`config.mk`:
```
export PLATFORM = sky130hd
export DESIGN_NAME = pipeline_sink
export DESIGN_NICKNAME = d
export VERILOG_FILES = /design/src/rtl/pipeline_sink.sv
export SDC_FILE = /design/constraint.sdc
export NUM_CORES = 1
export LEC_CHECK = 0
export BUFFER_PORTS_ARGS = -buffer_cell sky130_fd_sc_hd__buf_4
export CAP_MARGIN = 10
export CORE_UTILIZATION = 40
export DETAILED_ROUTE_END_ITERATION = 10
export MAX_ROUTING_LAYER = met4
export SYNTH_ARGS = -nofsm -noshare
export SYNTH_HDL_FRONTEND = slang
export SYNTH_SLANG_ARGS = --single-unit
```
`constraint.sdc`:
```
create_clock -name clk -period 1.92 [get_ports clk]
set_input_delay 0.096 -clock clk [delete_from_list [all_inputs] [get_ports clk]]
set_output_delay 0.096 -clock clk [all_outputs]
set_load 0.01 [all_outputs]
```
`src/rtl/pipeline_sink.sv`:
```
// Four-phase handshake sink that captures one byte per DIR-high phase into a small FIFO.
// Optional running XOR checksum of accepted bytes, enabled by defining PIPELINE_SINK_CHECKSUM_EN.
module pipeline_sink #(
  parameter int DEPTH = 4
) (
  input  logic                     clk,
  input  logic                     reset,
  input  logic                     DIR,
  input  logic [7:0]               data_in,
  output logic                     ack,
  output logic                     out_valid,
  input  logic                     out_ready,
  output logic [7:0]               out_data,
  output logic [$clog2(DEPTH):0]   count,
  output logic [7:0]               checksum
);

  localparam int PW = $clog2(DEPTH);
  localparam int CW = PW + 1;
  localparam logic [CW-1:0] FULL_COUNT = CW'(DEPTH);

  typedef enum logic {
    IDLE   = 1'b0,
    ACKING = 1'b1
  } state_t;

  logic [1:0]    sync_reg;
  logic          run;
  state_t        state_reg;
  logic          ack_reg;
  logic [PW-1:0] wr_ptr_reg;
  logic [PW-1:0] rd_ptr_reg;
  logic [CW-1:0] count_reg;
  logic [7:0]    mem [DEPTH];
  logic          full;
  logic          push;
  logic          pop;

  // Reset asserts asynchronously but releases only after two clean clock edges.
  always_ff @(posedge clk or negedge reset) begin
    if (!reset) begin
      sync_reg <= 2'b00;
    end else begin
      sync_reg <= {sync_reg[0], 1'b1};
    end
  end

  assign run  = sync_reg[1];
  assign full = (count_reg == FULL_COUNT);
  // Full is judged before any same-cycle pop, so a pop never makes room for a push that edge.
  assign push = run && (state_reg == IDLE) && DIR && !full;
  assign pop  = run && (count_reg != '0) && out_ready;

  always_ff @(posedge clk or negedge reset) begin
    if (!reset) begin
      state_reg <= IDLE;
      ack_reg   <= 1'b0;
    end else if (run) begin
      case (state_reg)
        IDLE: begin
          if (DIR && !full) begin
            state_reg <= ACKING;
            ack_reg   <= 1'b1;
          end else begin
            ack_reg   <= 1'b0;
          end
        end
        ACKING: begin
          if (!DIR) begin
            state_reg <= IDLE;
            ack_reg   <= 1'b0;
          end else begin
            ack_reg   <= 1'b1;
          end
        end
        default: begin
          state_reg <= IDLE;
          ack_reg   <= 1'b0;
        end
      endcase
    end
  end

  always_ff @(posedge clk or negedge reset) begin
    if (!reset) begin
      wr_ptr_reg <= '0;
      rd_ptr_reg <= '0;
      count_reg  <= '0;
    end else begin
      if (push) begin
        wr_ptr_reg <= wr_ptr_reg + 1'b1;
      end
      if (pop) begin
        rd_ptr_reg <= rd_ptr_reg + 1'b1;
      end
      case ({push, pop})
        2'b10:   count_reg <= count_reg + 1'b1;
        2'b01:   count_reg <= count_reg - 1'b1;
        default: count_reg <= count_reg;
      endcase
    end
  end

  always_ff @(posedge clk) begin
    if (push) begin
      mem[wr_ptr_reg] <= data_in;
    end
  end

`ifdef PIPELINE_SINK_CHECKSUM_EN
  logic [7:0] checksum_reg;

  always_ff @(posedge clk or negedge reset) begin
    if (!reset) begin
      checksum_reg <= 8'h00;
    end else if (push) begin
      checksum_reg <= checksum_reg ^ data_in;
    end
  end

  assign checksum = checksum_reg;
`else
  assign checksum = 8'h00;
`endif

  assign ack       = ack_reg;
  assign count     = count_reg;
  assign out_valid = (count_reg != '0);
  // Gating on out_valid keeps out_data at zero through reset without clearing storage.
  assign out_data  = out_valid ? mem[rd_ptr_reg] : 8'h00;

endmodule
```
# ---- Word-level counts from Yosys, hierarchy flattened
# Memory sizes are Yosys's and may differ from the RTL's.
# Cells that the tools add are included.
# W data, S select, Z words.
dict set report op_classes {
  n_reduce_logical 9
  n_addsub 4
  n_bitwise 1
  n_eq_ne 3
  muxes 7
}
# op n
set op_table {}
lappend op_table {{$mux W8} 1}
lappend op_table {{$logic_and A1 B1 Y1} 6}
lappend op_table {{$pmux W3 S2} 1}
lappend op_table {{$add A2 B1 Y2 const B} 2}
lappend op_table {{$mux W1} 4}
lappend op_table {{$add A3 B1 Y3 const B} 1}
lappend op_table {{$eq A3 B3 Y1 const B} 1}
lappend op_table {{$reduce_bool A3 Y1} 1}
lappend op_table {{$sub A3 B1 Y3 const B} 1}
lappend op_table {{$eq A2 B1 Y1 const B} 1}
lappend op_table {{$eq A2 B2 Y1 const B} 1}
lappend op_table {{$pmux W1 S2} 1}
lappend op_table {{$reduce_bool A2 Y1} 1}
lappend op_table {{$logic_not A1 Y1} 1}
lappend op_table {{$not A1 Y1} 1}
dict set report word_totals {
  memories 1
  ff_bits 10
  mem_bits_rw 32
}
# name depth word_bits rd rd_clocked_by_memory_dff write_ports line_no
set mem_list {}
lappend mem_list {mem 4 8 1 0 1 34} ;# logic [7:0] mem [DEPTH];

# ---- Logic depth before layout (Yosys ltp)
dict set report depth {
  word_depth 6
  mapped_depth 9
}

# ---- Worst setup path before layout
# No wires, ideal clock.
dict set report synth_timing {
  path_type {register to register}
  startpoint {register count_reg[0], in the netlist count[0]}
  endpoint {register count_reg[2], in the netlist count[2]}
  period_less_slack_ps 1898
  stages_incl_launch_ff 9
  n_path_buf 0
  setup_ps 131
  arrival_time_ps 1767
  path_slack_ps 22
  cell_sequence {dfrtp_1 or3_4 and3_4 ha_1 inv_1 fa_1 xor2_1 nor2_1 xor2_1}
}
dict set report synth_between {
  elab_chain_len 5
  word_cells_on_any_way 12
  cone_classes {2 x add/sub; 3 x eq/ne; 1 x mux; 6 x reduce/logical}
}
# item line_no
set synth_lines {}
lappend synth_lines {{start: declaration} 33} ;# logic [CW-1:0] count_reg;
lappend synth_lines {{start signal: assignment} 97} ;# 2'b10: count_reg <= count_reg + 1'b1;
lappend synth_lines {{start signal: assignment} 98} ;# 2'b01: count_reg <= count_reg - 1'b1;
lappend synth_lines {{start signal: assignment} 99} ;# default: count_reg <= count_reg;
lappend synth_lines {{$reduce_bool A3 Y1 (*)} 52} ;# assign pop = run && (count_reg != '0) && out_ready;
lappend synth_lines {{$logic_and A1 B1 Y1 (*) (2 in series)} 52}
lappend synth_lines {{net pop} 37} ;# logic pop;
lappend synth_lines {{$eq A2 B1 Y1 / $eq A2 B2 Y1 (equally long branches)} 96} ;# case ({push, pop})
lappend synth_lines {{$pmux W3 S2 / $reduce_bool A2 Y1 (equally long branches)} n/a}
# Mark *: on every way through the listed nets, which the timed path passes. The rest lies on a longest branch.
# A chain may end at the register's enable or synchronous reset.

# ---- Worst setup path after layout
dict set report layout_timing {
  startpoint {register count_reg[1], in the netlist count[1]}
  endpoint {register count_reg[1], in the netlist count[1]}
}
# The elaborated chain is that of the path after synthesis.

==> reports/results.ini <==
[power_and_ir_drop]
irDropWorstVdd_v=0.000464
power_density_nw_per_um2=1360
cellLeakagePower_uw=0.000910

[clock_tree]
clk_latency_ns=0.29
cts_buffer_count=5
clock-root-buffer=sky130_fd_sc_hd__clkbuf_8
clock_pin_slew_worst_setup_and_hold_paths_ns=0.07
max-clock-path-buffers=2
ctsHtreeMaxLevel=2
cts_tree=built
cts_sinks=42

[floorplan]
full_die_area_um2=4830
core_um2=4350
dieHeight_um=69.5
num_rows=24
ios=33
initial_core_util=0.418
die-width_um=69.5

[grt]
grt_start_max_net_pins=13
initial_antenna_violation_count=0
grt_pass1_vias=955
grt_overflow=0
wire_length_of_the_first_global_routing_pass_um=4910
grt_util_all_layers=0.144

[sta]
fin_worst_skew_ns=0.00592
fmax_mhz=543
final-setup-viol-count=0
hold_viol=0
grt_setup_unrepaired=no
final_min_period_over_clock_period=0.960
timing.final.max_slew_violations=0
layout_min_cycle_time_ns=1.84
timing.setup.tns_ns=0
postLayoutSetupSlackWorst_ns=0.0769

[hold_path]
hold_path_class=in -> reg
holdPathStages=1

[cells_and_area]
final_util=0.527
antennaDiodeCount=0
finalNetCount=168
area_overhead_of_the_layout_relative_to_synthesis_pct=25.9
final_layout_size_suffix_gt1_frac=0.400
largest_register_ffs=32

[critical_path]
critical_path_peak_fanout=3
end_kind=flip-flop
worst-endpoint-required_ns=2.12
criticalPathCategory=reg -> reg
number_of_cells_traversed_by_the_worst_register_to_register_path=6
worstPathArrival_ns=2.04
worstSetupStartpointType=flip-flop

[routing]
route.final.wire_length_um=2950
vias=940
wl_per_cell_um=14.6
drt_pre_antenna_iters=3
vias_per_cell=4.65
antenna_left=0
drc=0
drt_initial_violations=49

[synth]
synthCells=103
netlist-cell-type-count=24
combinational_family_with_the_most_area_after_synthesis=multiplexers
yosys.area_share.simple=0.0652
synthesized_area_fraction_occupied_by_xor_and_xnor_cells=0.0288
yosysTopAreaCellShare=0.527
synth-compound-area-share=0.0185
ys_ff_latch=42
synth_adder_area_share=0.0453
yosysWarnings=0
synth_area_leaders=sky130_fd_sc_hd__edfxtp_1 (53%), sky130_fd_sc_hd__dfrtp_1 (14%), sky130_fd_sc_hd__mux4_2 (9.9%), sky130_fd_sc_hd__and2_1 (4.1%), sky130_fd_sc_hd__ha_1 (3.4%)
yosysSeqAreaShare=0.665
synthesis.area_per_instance_um2=17.7
post-synth-top-area-cell=sky130_fd_sc_hd__edfxtp_1
post_synth_instance_area_um2=1820
share_of_synthesized_area_spent_on_multiplexers=0.113

[flow_run]
count_of_maximum_capacitance_violations=0

[outcome]
run_status=finished, final reports clean

[placed_design]
dp_hpwl_um=1970
io_buffers=24
dpl_worst_slack_ns=0.00813
gp_congestion=0.837

cells by family (layout without fill, tap and decap cells):
| logic type | Yosys count | after routing |
|---|---|---|
| XOR/XNOR | 6 | 6 |
| other | 2 | 9 |
| flip-flops | 42 | 42 |
| adder cells (fa/ha/maj) | 6 | 6 |
| AO/OA/AOI/OAI | 2 | 2 |
| buffers and inverters | 17 | 57 |
| multiplexers | 10 | 10 |
| AND/OR/NAND/NOR | 18 | 18 |
power by group:
part / switching (µW) / leakage, µW / total, µW / internal (µW)
combinational: 518 / 0.000452 / 1220 / 698
sequential: 122 / 0.000407 / 1250 / 1120
clock: 272 / 0.0000517 / 648 / 376
total: 913 / 0.000910 / 3110 / 2200
per-layer routing:
layer,up-vias,track usage,share of wire
met5,-,-,0
met4,0,0.0544,0.017
met3,7,0.0480,0.044
met2,23,0.232,0.52
met1,466,0.167,0.41
li1,444,-,-
cell type report:
class,instances,area [µm²]
fillers,348,2060
flip-flops and latches,42,1210
multi-input cells,51,542
repair buffers,44,348
clock buffers,5,68.8
well taps,52,65.1
clock inverters,2,33.8
inverters,6,25.0
critical path: stages, from the launching register on:
cell and delay (ns):
sky130_fd_sc_hd__dfrtp_1 0.41, sky130_fd_sc_hd__or3_4 0.38, sky130_fd_sc_hd__and3_4 0.19, sky130_fd_sc_hd__ha_4 0.16
sky130_fd_sc_hd__inv_2 0.06, sky130_fd_sc_hd__fa_2 0.41, sky130_fd_sc_hd__mux2i_1 0.16
placed cells by master (no fill, tap or decap), drive strengths merged:
cell type     n
a21o          1
a311oi        1
and2         12
and3          1
buf          37
bufinv        1
clkbuf        5
clkinv        1
conb          9
dfrtp        10
dlygate4sd3   7
edfxtp       32
fa            1
ha            5
inv           6
mux2          1
mux2i         1
mux4          8
nand2         1
nand4         1
nor2          1
or2b          1
or3           1
xnor2         3
xor2          3
cell usage after synthesis:
cell type	number
sky130_fd_sc_hd__edfxtp_1	32
sky130_fd_sc_hd__and2_1	12
sky130_fd_sc_hd__dfrtp_1	10
sky130_fd_sc_hd__buf_4	8
sky130_fd_sc_hd__mux4_2	8
sky130_fd_sc_hd__ha_1	5
sky130_fd_sc_hd__inv_1	4
sky130_fd_sc_hd__xnor2_1	3
sky130_fd_sc_hd__xor2_1	3
sky130_fd_sc_hd__buf_6	2
sky130_fd_sc_hd__conb_1	2
sky130_fd_sc_hd__inv_2	2
sky130_fd_sc_hd__a21o_1	1
sky130_fd_sc_hd__a311oi_4	1
sky130_fd_sc_hd__and3_4	1
sky130_fd_sc_hd__clkbuf_2	1
sky130_fd_sc_hd__fa_1	1
sky130_fd_sc_hd__mux2_4	1
sky130_fd_sc_hd__mux2i_1	1
sky130_fd_sc_hd__nand2_1	1
sky130_fd_sc_hd__nand4_1	1
sky130_fd_sc_hd__nor2_1	1
sky130_fd_sc_hd__or2b_1	1
sky130_fd_sc_hd__or3_4	1
per-stage QoR:
| step | total power [µW] | cells | hold WS (ns) | area (µm²) |
|---|---|---|---|---|
| floorplan | 1970 | 110 | -0.200 | 1850 |
| global placement | 2390 | 185 | -0.0688 | 2080 |
| detailed placement | 2430 | 185 | -0.0640 | 2080 |
| CTS | 3120 | 199 | 0.000305 | 2250 |
| global route | 3300 | 202 | 0.000921 | 2290 |
| finish | 3110 | 202 | 0.0136 | 2290 |
timing repair:
| action | in CTS | in global routing |
|---|---|---|
| hold buffers | 5 | 2 |
| pin swaps | 0 | 2 |
| setup endpoints to repair | 1 | 2 |
| setup buffers | 2 | 1 |
| resized for setup | 0 | 5 |
| hold endpoints to repair | 23 | 5 |
path summary, 6_finish.rpt:
| check | from | end | slack, ns |
|---|---|---|---|
| min in group asynchronous | reset | count[2] | 0.17 |
| max in group asynchronous | reset | count[1] | 1.60 |
| worst min register to register | sync_reg[0] | sync_reg[1] | 0.35 |
| worst max-delay path | count[1] | count[1] | 0.08 |
| worst min-delay path | data_in[4] | mem[0][4] | 0.01 |
| worst max register to register | count[1] | count[1] | 0.08 |
(Power assumes the default switching activity.)
